===== src/rtl/bank_arb_pkg.sv =====
// Purpose: shared state encoding, router select codes and host op codes for the bank arbiter.
// Latency: n/a (types and constants only).
// Backpressure: n/a.
package bank_arb_pkg;

    typedef enum logic [2:0] {
        ST_IDLE     = 3'd0,
        ST_EXT_RD   = 3'd1,
        ST_EXT_WR   = 3'd2,
        ST_EXT_CLR  = 3'd3,
        ST_SEQ_RD   = 3'd4,
        ST_SEQ_WAIT = 3'd5
    } state_t;

    // Router data-source select
    localparam logic [1:0] SEL_DATA_IN = 2'd0;
    localparam logic [1:0] SEL_RESULT  = 2'd1;
    localparam logic [1:0] SEL_ZERO    = 2'd2;

    // Router write-enable select
    localparam logic [1:0] WR_REQ      = 2'd0;   // WRITE_REQ
    localparam logic [1:0] WR_REQ_RDY  = 2'd1;   // WRITE_REQ & READY
    localparam logic [1:0] WR_NEVER    = 2'd2;
    localparam logic [1:0] WR_ALWAYS   = 2'd3;

    // Router address-direction select
    localparam logic DIR_EXT = 1'b1;
    localparam logic DIR_CTL = 1'b0;

    // Host operation codes; code 3 is reserved and behaves as a read
    localparam logic [1:0] OP_READ  = 2'd0;
    localparam logic [1:0] OP_WRITE = 2'd1;
    localparam logic [1:0] OP_CLEAR = 2'd2;

    // Write-back wait counter width (TMO is limited to 1..255)
    localparam int TMO_W = 8;

    function automatic state_t ext_op_state(input logic [1:0] op);
        case (op)
            OP_READ:  return ST_EXT_RD;
            OP_WRITE: return ST_EXT_WR;
            OP_CLEAR: return ST_EXT_CLR;
            default:  return ST_EXT_RD;
        endcase
    endfunction

endpackage


===== src/rtl/bank_arb_tmo.sv =====
// Purpose: write-back wait counter; cleared by load, counts while enabled, saturates at TMO.
// Latency: expired is a combinational compare of the registered count.
// Backpressure: none; en is ignored once expired.
// Ports: clk, rst_n (async active-low), load (clear to 0), en (count), expired (count == TMO).
module bank_arb_tmo
    import bank_arb_pkg::*;
#(
    parameter int TMO = 255
) (
    input  logic clk,
    input  logic rst_n,
    input  logic load,
    input  logic en,
    output logic expired
);

    localparam logic [TMO_W-1:0] LIMIT = TMO_W'(TMO);

    logic [TMO_W-1:0] cnt_q;

    always_ff @(posedge clk or negedge rst_n) begin
        if (!rst_n) begin
            cnt_q <= '0;
        end else if (load) begin
            cnt_q <= '0;
        end else if (en && !expired) begin
            cnt_q <= cnt_q + TMO_W'(1);
        end
    end

    assign expired = (cnt_q == LIMIT);

endmodule


===== src/rtl/bank_arbiter.sv =====
// Purpose: arbitrates host and sequencer access to the data bank and drives the router selects.
// Latency: grant one edge after request in IDLE; host ops 1 cycle; sequencer write-back waits for READY up to TMO.
// Backpressure: requests are held until ACK/GNT; requests outside IDLE are not sampled.
// Ports: CLK/RST_N; host EXT_REQ/EXT_OP/EXT_ACK; sequencer SEQ_REQ/SEQ_WB/SEQ_GNT/SEQ_DONE;
//        READY (ALU result valid); router sel_data/sel_dira/sel_dirb/sel_write/WRITE_REQ; BUSY, ERR (sticky timeout).
module bank_arbiter
    import bank_arb_pkg::*;
#(
    parameter int ADDRW = 5,
    parameter int TMO   = 255
) (
    input  logic       CLK,
    input  logic       RST_N,
    input  logic       EXT_REQ,
    input  logic [1:0] EXT_OP,
    output logic       EXT_ACK,
    input  logic       SEQ_REQ,
    input  logic       SEQ_WB,
    output logic       SEQ_GNT,
    output logic       SEQ_DONE,
    input  logic       READY,
    output logic [1:0] sel_data,
    output logic       sel_dira,
    output logic       sel_dirb,
    output logic [1:0] sel_write,
    output logic       WRITE_REQ,
    output logic       BUSY,
    output logic       ERR
);

    if (ADDRW < 1 || TMO < 1 || TMO > 255) begin : g_param_check
        $error("bank_arbiter: ADDRW must be >= 1 and TMO in 1..255");
    end

    state_t state_q, state_d;
    logic   rr_seq_q;      // set: sequencer wins the next tie
    logic   err_q;
    logic   grant_ext, grant_seq;
    logic   tmo_expired;

    // Next state and grant decisions
    always_comb begin
        state_d   = state_q;
        grant_ext = 1'b0;
        grant_seq = 1'b0;
        case (state_q)
            ST_IDLE: begin
                if (EXT_REQ && (!SEQ_REQ || !rr_seq_q)) begin
                    grant_ext = 1'b1;
                    state_d   = ext_op_state(EXT_OP);
                end else if (SEQ_REQ) begin
                    grant_seq = 1'b1;
                    state_d   = ST_SEQ_RD;
                end
            end
            ST_EXT_RD, ST_EXT_WR, ST_EXT_CLR: state_d = ST_IDLE;
            ST_SEQ_RD:   state_d = SEQ_WB ? ST_SEQ_WAIT : ST_IDLE;
            ST_SEQ_WAIT: if (READY || tmo_expired) state_d = ST_IDLE;
            default:     state_d = ST_IDLE;
        endcase
    end

    // Router selects are pure state decodes; the handshake pulses may look at SEQ_WB/READY
    always_comb begin
        sel_data  = SEL_ZERO;
        sel_dira  = DIR_CTL;
        sel_dirb  = DIR_CTL;
        sel_write = WR_NEVER;
        WRITE_REQ = 1'b0;
        EXT_ACK   = 1'b0;
        SEQ_GNT   = 1'b0;
        SEQ_DONE  = 1'b0;
        case (state_q)
            ST_EXT_RD: begin
                sel_dira = DIR_EXT;
                sel_dirb = DIR_EXT;
                EXT_ACK  = 1'b1;
            end
            ST_EXT_WR: begin
                sel_data  = SEL_DATA_IN;
                sel_dira  = DIR_EXT;
                sel_dirb  = DIR_EXT;
                sel_write = WR_REQ;
                WRITE_REQ = 1'b1;
                EXT_ACK   = 1'b1;
            end
            ST_EXT_CLR: begin
                sel_dira  = DIR_EXT;
                sel_dirb  = DIR_EXT;
                sel_write = WR_ALWAYS;
                EXT_ACK   = 1'b1;
            end
            ST_SEQ_RD: begin
                SEQ_GNT  = 1'b1;
                SEQ_DONE = !SEQ_WB;
            end
            ST_SEQ_WAIT: begin
                // The write is gated by READY in the router, so a timeout exit writes nothing
                sel_data  = SEL_RESULT;
                sel_write = WR_REQ_RDY;
                WRITE_REQ = 1'b1;
                SEQ_DONE  = READY || tmo_expired;
            end
            default: ;
        endcase
    end

    always_ff @(posedge CLK or negedge RST_N) begin
        if (!RST_N) begin
            state_q  <= ST_IDLE;
            rr_seq_q <= 1'b0;
            err_q    <= 1'b0;
        end else begin
            state_q <= state_d;
            if (grant_ext) begin
                rr_seq_q <= 1'b1;
            end else if (grant_seq) begin
                rr_seq_q <= 1'b0;
            end
            if (state_q == ST_SEQ_WAIT && tmo_expired && !READY) begin
                err_q <= 1'b1;
            end
        end
    end

    // Count is cleared during the operand read so the first wait cycle sees 0
    bank_arb_tmo #(.TMO(TMO)) u_tmo (
        .clk     (CLK),
        .rst_n   (RST_N),
        .load    (state_q == ST_SEQ_RD),
        .en      (state_q == ST_SEQ_WAIT),
        .expired (tmo_expired)
    );

    assign BUSY = (state_q != ST_IDLE);
    assign ERR  = err_q;

endmodule


===== config.mk =====
export PLATFORM = sky130hd
export DESIGN_NAME = bank_arbiter
export DESIGN_NICKNAME = d
export VERILOG_FILES = /design/src/rtl/bank_arb_pkg.sv /design/src/rtl/bank_arb_tmo.sv /design/src/rtl/bank_arbiter.sv
export SDC_FILE = /design/constraint.sdc
export NUM_CORES = 1
export LEC_CHECK = 0
export ABC_CLOCK_PERIOD_IN_PS = 2050
export BUFFER_PORTS_ARGS = -buffer_cell sky130_fd_sc_hd__buf_2
export CORE_ASPECT_RATIO = 0.9
export CORE_UTILIZATION = 40
export CTS_BUF_LIST = sky130_fd_sc_hd__clkbuf_4 sky130_fd_sc_hd__clkbuf_8 sky130_fd_sc_hd__clkbuf_16
export DETAILED_ROUTE_END_ITERATION = 12
export GPL_TIMING_DRIVEN = 1
export SLEW_MARGIN = 20
export SYNTH_ARGS = -nofsm -noshare
export SYNTH_HDL_FRONTEND = slang
export SYNTH_SLANG_ARGS = --single-unit
export TNS_END_PERCENT = 50

===== constraint.sdc =====
create_clock -name CLK -period 2.05 [get_ports CLK]
set_input_delay 0.1025 -clock CLK [delete_from_list [all_inputs] [get_ports CLK]]
set_output_delay 0.1025 -clock CLK [all_outputs]
set_load 0.03 [all_outputs]

# Word level (Yosys, flattened, before mapping)
# Index checks and enable logic that the tools add are counted.
dict set report totals {
  in_bits 8
  reg_bits 13
}
dict set report op_classes {
  eq_ne 10
  muxes 21
  n_addsub 1
  n_reduce_logical 18
}
# op n
set ops {}
lappend ops {{8-bit two-way mux} 2}
lappend ops {{3-bit two-way mux} 4}
lappend ops {{1-bit two-way mux} 10}
lappend ops {{3-bit one-hot mux with 3 select lines} 1}
lappend ops {{8-bit by 1-bit adder with 8-bit output (second input constant)} 1}
lappend ops {{8-bit == test (second input constant)} 1}
lappend ops {{2-bit one-hot mux with 2 select lines} 2}
lappend ops {{3-bit by 2-bit == test with 1-bit output (second input constant)} 2}
lappend ops {{3-bit == test (second input constant)} 2}
lappend ops {{2-bit one-hot mux with 3 select lines} 1}
lappend ops {{1-bit zero test} 5}
lappend ops {{1-bit logical AND} 4}
lappend ops {{2-bit nonzero test} 2}
lappend ops {{3-bit by 1-bit == test with 1-bit output (second input constant)} 1}
lappend ops {{3-bit zero test} 1}
lappend ops {{3-bit != test (second input constant)} 1}
lappend ops {{3-bit nonzero test} 1}
lappend ops {{3-bit OR reduction} 1}
lappend ops {{2-bit by 1-bit == test with 1-bit output (second input constant)} 1}
lappend ops {{2-bit == test (second input constant)} 1}
lappend ops {{1-bit logical OR} 2}
lappend ops {{2-bit != test (second input constant)} 1}
lappend ops {{1-bit one-hot mux with 2 select lines} 1}
lappend ops {{2-bit AND reduction} 1}
lappend ops {{2-bit OR reduction} 1}

# Logic depth before layout (Yosys ltp)
# Gate-level depths: netlist of run 1.
dict set report logic_depth {
  depth_word 7
  depth_mapped 7
  depth_no_buf 5
}

# By module
# Synthesis of run 1 repeated with hierarchy kept, for this count alone.
dict set report unflattened {
  hier_cells 88
  hier_area_um2 810.8
}
# module seq_area_each_um2 area_each_um2 cells_each n_inst
set by_module_without_submodules {}
lappend by_module_without_submodules {bank_arb_tmo 200.2 469.2 47 1}
lappend by_module_without_submodules {bank_arbiter 125.1 341.6 41 1}

# Least setup slack after synthesis of run 1
# Ideal clock, no wire load.
dict set report synth_path {
  kind {reg-to-output}
  startpoint {register state_q[2]}
  endpoint {output port WRITE_REQ}
  arrival_time_ps 1624
  path_slack_ps 324
  stages_incl_launch_ff 5
  n_path_buf 1
  path_cell_list {dfrtp_1 > and3b_1 > buf_4 > a21oi_1 > inv_1}
}
dict set report synth_between {
  elab_chain_cells 3
}
# element line
set synth_rtl {}
lappend synth_rtl {{start, declared} bank_arbiter.sv:35} ;# state_t state_q, state_d;
lappend synth_rtl {{start signal, assigned} bank_arbiter.sv:114} ;# state_q <= state_d;
lappend synth_rtl {{3-bit by 2-bit == test with 1-bit output / 3-bit == test (equally long branches)} bank_arbiter.sv:73} ;# case (state_q)
lappend synth_rtl {{2-bit OR reduction (no line) (*)} --}
lappend synth_rtl {{1-bit two-way mux (*)} bank_arbiter.sv:73}
lappend synth_rtl {{end, declared} bank_arbiter.sv:26} ;# output logic WRITE_REQ,
# Mark *: on every way between the ends. The rest lies on a longest branch, timed or not.

# Worst setup path in the final report of run 1
dict set report layout_path {
  startpoint {register u_tmo.cnt_q[0]}
  endpoint {register u_tmo.cnt_q[3]}
}
dict set report layout_between {
  elab_chain_cells 4
}
# element line
set layout_rtl {}
lappend layout_rtl {{start, declared} bank_arb_tmo.sv:19} ;# logic [TMO_W-1:0] cnt_q;
lappend layout_rtl {{start signal, assigned} bank_arb_tmo.sv:27} ;# cnt_q <= cnt_q + TMO_W'(1);
lappend layout_rtl {{parallel branches: the longest is 4 deep, another holds 8-bit by 1-bit adder with 8-bit output} --}
# Parallel ways; which one is timed is not known. The select of a mux whose other input is x is not followed.
# A chain may end at the register's enable or synchronous reset.

==> results.ini, run 1 <==
[status]
outcome = finished clean

[floorplan]
start_util_pct = 43.6
fp.coreArea_mm2 = 0.00170
ioPinCount = 20
die_w_um = 47.4
die-height_um = 42.8
row_count = 14
die_area_mm2 = 0.00203

[run]
cap_violations = 0

[detailed_routing]
via_count = 598
route.detailed.drc = 0
drt_wl_total_um = 1380
postRouteAntennaNets = 0
dr.pass1.iters = 4
drtIter0Drc = 9
vias_per_cell = 4.90
avgRoutedWirePerCell_um = 11.3

[finish]
area_delta_synth_final_pct = 16.7
drive_above_1_share_pct = 26.5
final_common_cell = buf_2
nets = 109
layout_common_cells = buf_2 (19), dfrtp_1 (13), nand2_1 (10), nor2_1 (7)
fill_cells = 180
final_cell_count_no_fill = 122
diodes = 0

[place]
hpwl_um = 1080
post-place-cells = 117
place.gp.congestion = 0.705
numPortBuffers = 19

[critical_path]
setup.worst_path.class = reg2reg
slowest_stage = o21ai_2
crit_fanout = 11
worstSetupStartpointType = register
crit_arrival_ns = 1.88
crit_buf_inv = 0
end_kind = register
rrSetupSlack_ns = 0.36
crit_required_ns = 2.25
crit_chain = ha_1 -> nand3_1 -> o21ai_2 -> nand2b_4 -> mux2i_1
path_delay_family = compound AO/OA/AOI/OAI gates
slowest_delay_ns = 0.50

[sta]
maxSlewHeadroom_pct = 64.6
layout_worst_path_cycle_share_pct = 82.2
final.setup_skew_ns = 0.00329
finalSetupViolCount = 0
fin_setup_tns_ns = 0
period_needed_ns = 1.69
hold_viol = 0
rsz0062_at_grt = no
tightest_slew_ns = 0.531
hold_ws_ns = 0.0958
slew_violations = 0
fmax_mhz = 593

[global_route]
grt_max_degree = 14
antenna_found_initial = 0
grt_pass1_wl_um = 2350
grt_usage_pct = 16.9
grt_overflow = 0
grt_pass1_vias = 545

[yosys]
syn_area_per_cell_um2 = 9.38
ys_ff_latch = 13
syn-num-nets = 89
ys_seq_area_share_pct = 43.9
ys_types = 28
yosysWarnings = 0
synthTopCellsByArea = dfrtp_1 (44%), nand2_1 (5.1%), mux2i_1 (4.1%)
synth_top_area_share_pct = 43.9
netlist_area_um2 = 741
syn-instance-count = 79
yosys.area.top_type = dfrtp_1

[power_and_ir_drop]
p_per_area_mw_per_mm2 = 1230
p_leak_nw = 0.484
vdd_ir_drop_max_uv = 575
power_mw = 1.06

[clock_tree]
cts.clk_slew.worst_paths_ns = 0.07
cts_buffers = 3
clk_path_buf_depth = 2
cts_setup_buffers = 0
clock_sinks = 13
ctsHtreeMaxLevel = 1
cts_tree = yes
cts_root_buf = clkbuf_4
clk_latency_ns = 0.27

[hold_path]
min_path_type = in2reg

[report_power, final]
group          switching [mW]  total (mW)  internal [mW]
Combinational           0.380       0.534          0.155
Clock                  0.0756       0.164         0.0886
Sequential             0.0581       0.366          0.308
[per-layer routing]
metal  wire length [µm]  GRT usage [%]
met5                  0              0
met2                570           24.1
met3                 73           7.66
met4                 19           5.14
met1                712           22.7
[metrics by stage]
step,utilization (%),setup slack (ns),instance area [µm²]
2_1_floorplan,-,0.324,741
3_5_place_dp,48.5,0.368,825
5_1_grt,50.9,0.198,865
4_1_cts,50.9,0.356,865
3_3_place_gp,48.5,0.417,825
6_report,50.9,0.364,865
[cell usage after synthesis]
master     number
dfrtp_1        13
nand2_1        10
nor2_1          7
inv_1           6
o21ai_0         6
buf_4           4
a21oi_1         3
mux2i_1         3
and3b_1         2
ha_1            2
nand3_1         2
nor3_1          2
o211ai_1        2
o31ai_1         2
xor2_1          2
a21o_1          1
a2bb2oi_1       1
a41o_1          1
and2_1          1
and3_1          1
buf_6           1
nand2b_4        1
nand4_1         1
nor2b_1         1
nor3_4          1
nor4_1          1
o21ai_2         1
or3_1           1
[flip-flops by register name (all words and copies together) (netlist names)]
register and cells:
state_q 3, ERR 1, u_tmo.cnt_q 8, rr_seq_q 1
[area by class of cell]
type	instances	area, µm²	share of cell area, %
Multi-Input combinational cell	55	352	40.7
Inverter	6	22.5	2.60
Sequential cell	13	325	37.6
Tap cell	24	30.0	3.47
Timing Repair Buffer	20	105	12.2
Clock buffer	4	30.0	3.47
[worst paths after layout]
path,start,endpoint,depth (start not counted)
setup / recovery,u_tmo.cnt_q[0],u_tmo.cnt_q[3],5
hold / removal,SEQ_WB,state_q[2],3
setup reg to reg,u_tmo.cnt_q[0],u_tmo.cnt_q[3],5
hold reg to reg,ERR,ERR,1
max in group asynchronous,RST_N,ERR,2
min in group asynchronous,RST_N,u_tmo.cnt_q[2],2
[worst min-delay path, delay by kind of cell]
| kind | cells | cell delay, ns |
|---|---|---|
| buffers and inverters | 1 | 0.09 |
| AOI/OAI and AO/OA | 2 | 0.13 |
[cells by family (layout without fill, tap and decap cells)]
kind of cell	count (synthesis)	after routing	synth area share, %
and+or+nand+nor	31	31	22.8
AOI/OAI and AO/OA	17	17	14.9
DFF	13	13	43.9
buffers and inverters	11	30	8.61
muxes	3	3	4.05
adders and majority gates	2	2	3.38
xor gates and xnor gates	2	2	2.37
[what timing repair did]
action	CTS	global route
endpoints found under the setup margin	0	0
hold buffers	1	0
hold endpoints to repair	13	0
gates resized for setup	0	0
Note: power is estimated with default switching activity, not from simulation.
==> inputs of run 2 (changes only) <==
--- a/config.mk
+++ b/config.mk
@@ -5,7 +5,7 @@
 export SDC_FILE = /design/constraint.sdc
 export NUM_CORES = 1
 export LEC_CHECK = 0
-export ABC_CLOCK_PERIOD_IN_PS = 2050
+export ABC_CLOCK_PERIOD_IN_PS = 1800
 export BUFFER_PORTS_ARGS = -buffer_cell sky130_fd_sc_hd__buf_2
 export CORE_ASPECT_RATIO = 0.9
 export CORE_UTILIZATION = 40
==> constraint.sdc (replaced) <==
create_clock -name CLK -period 1.8 [get_ports CLK]
set_input_delay 0.09 -clock CLK [delete_from_list [all_inputs] [get_ports CLK]]
set_output_delay 0.09 -clock CLK [all_outputs]
set_load 0.03 [all_outputs]
==> results.ini, run 2 (synthesis gave the netlist of run 1 again) <==
[status]
outcome = finished clean

[power_and_ir_drop]
vdd_ir_drop_max_uv = 584  ; +1.7%
power_mw = 1.24  ; +17%
p_per_area_mw_per_mm2 = 1410  ; +15%
p_leak_nw = 0.494  ; +2.2%

[hold_path]
min_path_type = in2reg
hold_start = SEQ_WB
hold_depth = 3  ; unchanged
hold_end = state_q[2]

[global_route]
grt_usage_pct = 16.9  ; about the same
grt_overflow = 0  ; unchanged
grt_pass1_vias = 549  ; +0.73%
antenna_found_initial = 0  ; unchanged
grt_max_degree = 14  ; unchanged
grt_pass1_wl_um = 2360  ; +0.55%

[finish]
post-route-util_pct = 51.8  ; +0.88 points
largest_reg_flops = 8  ; unchanged
final_cell_count_no_fill = 124  ; +1.6%
drive_above_1_share_pct = 28.0  ; +1.5 points
area_delta_synth_final_pct = 18.8
final_common_cell = buf_2
reg_top3 = u_tmo.cnt_q: 8 flops, state_q: 3 flops
fill_cells = 172  ; -4.4%
stdcell_area_um2 = 880  ; +1.7%
regMostFlops = u_tmo.cnt_q
layout_common_cells = buf_2 (19), dfrtp_1 (13), nand2_1 (10), nor2_1 (7)
nets = 111  ; +1.8%
diodes = 0  ; unchanged

[floorplan]
fp.coreArea_mm2 = 0.00170  ; unchanged
row_count = 14  ; unchanged
start_util_pct = 43.6  ; unchanged
ioPinCount = 20  ; unchanged
die_w_um = 47.4  ; unchanged
die-height_um = 42.8  ; unchanged
die_area_mm2 = 0.00203  ; unchanged

[critical_path]
reg2reg_depth = 5  ; unchanged
worstSetupStartpointType = register
crit_fanout = 11  ; unchanged
regToRegStartpoint = u_tmo.cnt_q[0]
r2r-end = state_q[0]
path_delay_family = compound AO/OA/AOI/OAI gates
crit_arrival_ns = 1.85  ; -0.03 ns
slowest_stage = o21ai_2
crit_chain = ha_1 -> nand3_1 -> o21ai_2 -> a2bb2oi_1 -> o21ai_0
slowest_delay_ns = 0.50  ; about the same
crit_buf_inv = 0  ; unchanged
crit_required_ns = 1.95  ; -0.30 ns
end_kind = register
setup.worst_path.class = reg2reg
rrSetupSlack_ns = 0.1  ; -0.27 ns

[detailed_routing]
postRouteAntennaNets = 0  ; unchanged
drt_wl_total_um = 1430  ; +4.2%
drtIter0Drc = 20  ; +11
avgRoutedWirePerCell_um = 11.6  ; +2.5%
vias_per_cell = 4.91  ; +0.20%
via_count = 609  ; +1.8%
route.detailed.drc = 0  ; unchanged
dr.pass1.iters = 4  ; unchanged

[sta]
period_needed_ns = 1.70  ; +0.0183 ns
layout_worst_path_cycle_share_pct = 94.7  ; +12 points
rsz0062_at_grt = yes
final.setup_skew_ns = 0.00239  ; -0.000903 ns
fin_setup_tns_ns = 0  ; unchanged
hold_viol = 0  ; unchanged
tightest_slew_ns = 0.529  ; -0.00163 ns
maxSlewHeadroom_pct = 64.7  ; +0.11 points
finalSetupViolCount = 0  ; unchanged
slew_violations = 0  ; unchanged
hold_ws_ns = 0.0677  ; -0.0280 ns
setup_slack_ns = 0.0961  ; -0.268 ns
fmax_mhz = 587  ; -1.1%

[clock_tree]
cts_buffers = 3  ; unchanged
clock_sinks = 13  ; unchanged
cts_setup_buffers = 0  ; unchanged
cts_root_buf = clkbuf_4
ctsHtreeMaxLevel = 1  ; unchanged
cts_tree = yes
cts.clk_slew.worst_paths_ns = 0.08  ; about the same
clk_path_buf_depth = 2  ; unchanged
clk_latency_ns = 0.28  ; about the same

[place]
dpl-instance-area_um2 = 840  ; +1.8%
numPortBuffers = 19  ; unchanged
place_ws_ns = 0.111  ; -0.257 ns
post-place-cells = 119  ; +1.7%
hpwl_um = 1070  ; -1.2%
place.gp.congestion = 0.711  ; +0.74%

[run]
cap_violations = 0  ; unchanged

==> run 2: metal layers <==
layer / share of wire [%] / wire [µm] / vias up / global-route usage [%]
met2: 41 / 591 / 15 / 22.7
met4: 2.4 / 34 / 0 / 10.3
met5: 0 / 0 / - / 0
li1: - / - / 317 / -
met1: 53 / 756 / 272 / 24.0
met3: 3.6 / 52 / 5 / 3.83
==> run 2: worst max path at each step <==
stage,start,to,slack [ns],cells after the start
final,u_tmo.cnt_q[0],state_q[0],0.1,5
after global routing,u_tmo.cnt_q[0],u_tmo.cnt_q[3],-0.04,5
after CTS,u_tmo.cnt_q[0],state_q[0],0.09,5
after detailed placement,u_tmo.cnt_q[0],state_q[0],0.11,5
after global placement,u_tmo.cnt_q[0],u_tmo.cnt_q[3],0.17,5
after floorplan,state_q[2],WRITE_REQ,0.09,4
==> run 2: power breakdown <==
group / switching, mW / internal [mW]
Clock: 0.0975 / 0.101
Combinational: 0.441 / 0.188
Sequential: 0.0633 / 0.351
Total: 0.602 / 0.640
==> run 2: tightest hold or removal path, delay by kind of cell <==
family	cells	cell delay, ns
AOI/OAI and AO/OA	2	0.13
buffers and inverters	1	0.09
==> run 2: final cells by class <==
cell class                      instances  area, µm²  share of cell area, %
Clock buffer                            4       30.0                   3.41
Multi-Input combinational cell         55        352                   40.0
Inverter                                6       22.5                   2.56
Tap cell                               24       30.0                   3.41
Sequential cell                        13        325                   37.0
Timing Repair Buffer                   22        120                   13.7
==> run 2: timing repair <==
item,in CTS,in global routing
hold endpoints to repair,13,0
hold buffers,1,0
gates resized for setup,0,0
setup endpoints to repair,0,4
==> inputs of run 3 (changes only) <==
==> constraint.sdc (replaced) <==
create_clock -name CLK -period 1.8 [get_ports CLK]
set_input_delay 0.36 -clock CLK [delete_from_list [all_inputs] [get_ports CLK]]
set_output_delay 0.36 -clock CLK [all_outputs]
set_load 0.03 [all_outputs]
==> results.ini, run 3 (synthesis gave the netlist of run 1 again) <==
[detailed_routing]
via_count = 628  ; +3.1%
route.detailed.drc = 0  ; unchanged
postRouteAntennaNets = 0  ; unchanged
drt_wl_total_um = 1500  ; +4.5%
dr.pass1.iters = 4  ; unchanged
vias_per_cell = 5.02  ; +2.3%
avgRoutedWirePerCell_um = 12.0  ; +3.7%
drtIter0Drc = 7  ; -65%

[place]
hpwl_um = 1070  ; +0.69%
dpl-instance-area_um2 = 836  ; -0.45%
numPortBuffers = 19  ; unchanged
place.gp.congestion = 0.771  ; +8.5%
post-place-cells = 118  ; -0.84%

[sta]
final.setup_skew_ns = 0.00397  ; +0.00158 ns
period_needed_ns = 1.77  ; +0.0686 ns
hold_viol = 0  ; unchanged
fin_setup_tns_ns = 0  ; unchanged
tightest_slew_ns = 0.551  ; +0.0215 ns
slew_violations = 0  ; unchanged
fmax_mhz = 564  ; -3.9%
maxSlewHeadroom_pct = 63.3  ; -1.4 points
layout_worst_path_cycle_share_pct = 98.5  ; +3.8 points
rsz0062_at_grt = yes
finalSetupViolCount = 0  ; unchanged

[hold_path]
min_path_type = in2reg
hold_start = EXT_OP[0]
hold_depth = 3  ; unchanged

[critical_path]
crit_required_ns = 1.44  ; -0.51 ns
end_kind = output port
reg2reg_depth = 5  ; unchanged
slowest_stage = dfrtp_1
worst-path-stages = 6  ; +1
crit_path_end = SEQ_DONE
r2r-end = state_q[2]
crit_arrival_ns = 1.41  ; -0.44 ns
slowest_delay_ns = 0.37  ; -0.13 ns
crit_start = u_tmo.cnt_q[0]
regToRegStartpoint = u_tmo.cnt_q[0]
rrSetupSlack_ns = 0.16  ; +0.06 ns
crit_chain = ha_2 -> nand3_4 -> o21ai_2 -> nand2_1 -> o21ai_1 -> buf_4
setup.worst_path.class = reg2out
crit_buf_inv = 1  ; +1
crit_fanout = 5  ; -6
worstSetupStartpointType = register
path_delay_family = flip-flops

[floorplan]
die-height_um = 42.8  ; unchanged
ioPinCount = 20  ; unchanged
die_w_um = 47.4  ; unchanged
row_count = 14  ; unchanged
die_area_mm2 = 0.00203  ; unchanged
start_util_pct = 43.6  ; unchanged
fp.coreArea_mm2 = 0.00170  ; unchanged

[power_and_ir_drop]
vdd_ir_drop_max_uv = 678  ; +16%
p_leak_nw = 0.498  ; +0.63%
power_mw = 1.32  ; +6.3%
p_per_area_mw_per_mm2 = 1430  ; +1.3%

[finish]
stdcell_area_um2 = 923  ; +5.0%
area_delta_synth_final_pct = 24.7
layout_common_cells = buf_2 (18), dfrtp_1 (11), nand2_1 (9), nor2_1 (7), inv_1 (6)
reg_top3 = u_tmo.cnt_q: 8 flops, state_q: 3 flops
drive_above_1_share_pct = 37.6  ; +9.6 points
register_area_um2 = 328  ; +0.77%
nets = 112  ; +0.90%
largest_reg_flops = 8  ; unchanged
fill_cells = 169  ; -1.7%
regMostFlops = u_tmo.cnt_q
diodes = 0  ; unchanged
multiInputGateArea_um2 = 383  ; +8.9%
final_cell_count_no_fill = 125  ; +0.81%
final_common_cell = buf_2

[run]
cap_violations = 0  ; unchanged

[global_route]
grt_pass1_wl_um = 2670  ; +13%
grt_overflow = 0  ; unchanged
grt_pass1_vias = 599  ; +9.1%
grt_usage_pct = 19.5  ; +2.6 points
grt_max_degree = 14  ; unchanged
antenna_found_initial = 0  ; unchanged

[clock_tree]
cts_root_buf = clkbuf_4
clk_path_buf_depth = 2  ; unchanged
clk_latency_ns = 0.28  ; about the same
cts_tree = yes
clock_sinks = 13  ; unchanged
cts.clk_slew.worst_paths_ns = 0.08  ; about the same
cts_buffers = 3  ; unchanged
ctsHtreeMaxLevel = 1  ; unchanged

[status]
outcome = finished clean

-- run 3: cell types whose count changed in the layout (fill, tap and decap cells not counted), moves of 2 or more --
cell	delta
o21ai_0	-2
dfrtp_1	-2
buf_4	+2
dfrtp_2	+2
-- run 3: stage by stage --
step	utilization, %	hold WS, ns	setup slack [ns]
finish	54.3	0.342	0.0275
global route	54.3	0.345	-0.0711
CTS	53.2	0.340	0.00851
detailed placement	49.2	0.266	0.107
global placement	49.2	0.269	0.159
floorplan	-	0.0644	0.00425
-- run 3: worst min-delay path by stage --
stage	end	slack [ns]
2_1_floorplan	ERR	0.06
3_3_place_gp	u_tmo.cnt_q[7]	0.27
3_5_place_dp	u_tmo.cnt_q[1]	0.27
4_1_cts	state_q[0]	0.34
5_1_grt	state_q[0]	0.35
6_report	state_q[1]	0.34
-- run 3: timing repair --
| action | in CTS | in global routing |
|---|---|---|
| endpoints found under the setup margin | 1 | 5 |
| buffers inserted | 2 | 0 |
| hold endpoints to repair | 13 | 0 |
| hold buffers | 1 | 0 |
| pin swaps | 1 | 0 |
| gates resized for setup | 7 | 5 |
-- run 3: metal layers --
| layer | vias up | routed length (µm) | GRT usage [%] | part of all wire [%] |
|---|---|---|---|---|
| met5 | - | 0 | 0 | 0 |
| met2 | 17 | 623 | 25.8 | 42 |
| met4 | 0 | 47 | 13.7 | 3.1 |
| met1 | 289 | 776 | 28.4 | 52 |
| met3 | 5 | 52 | 2.55 | 3.5 |
| li1 | 317 | - | - | - |
-- run 3: area by class of cell --
cell class | instances | area share [%]
Clock buffer | 4 | 3.25
Inverter | 6 | 2.44
Multi-Input combinational cell | 55 | 41.5
Sequential cell | 13 | 35.5
Tap cell | 24 | 3.25
Timing Repair Buffer | 23 | 14.1
-- run 3: worst register-to-register path, cell delays in order (launching register included) --
cell and delay (ns):
dfrtp_1 0.37, ha_2 0.21, nand3_4 0.11, o21ai_2 0.49, a2bb2oi_1 0.24, o21ai_0 0.11
-- run 3: where the power goes --
group | switching (mW) | internal (mW) | leakage, nW
Sequential | 0.0710 | 0.354 | 0.173
Clock | 0.101 | 0.101 | 0.0184
Combinational | 0.462 | 0.231 | 0.306
Total | 0.633 | 0.686 | 0.498
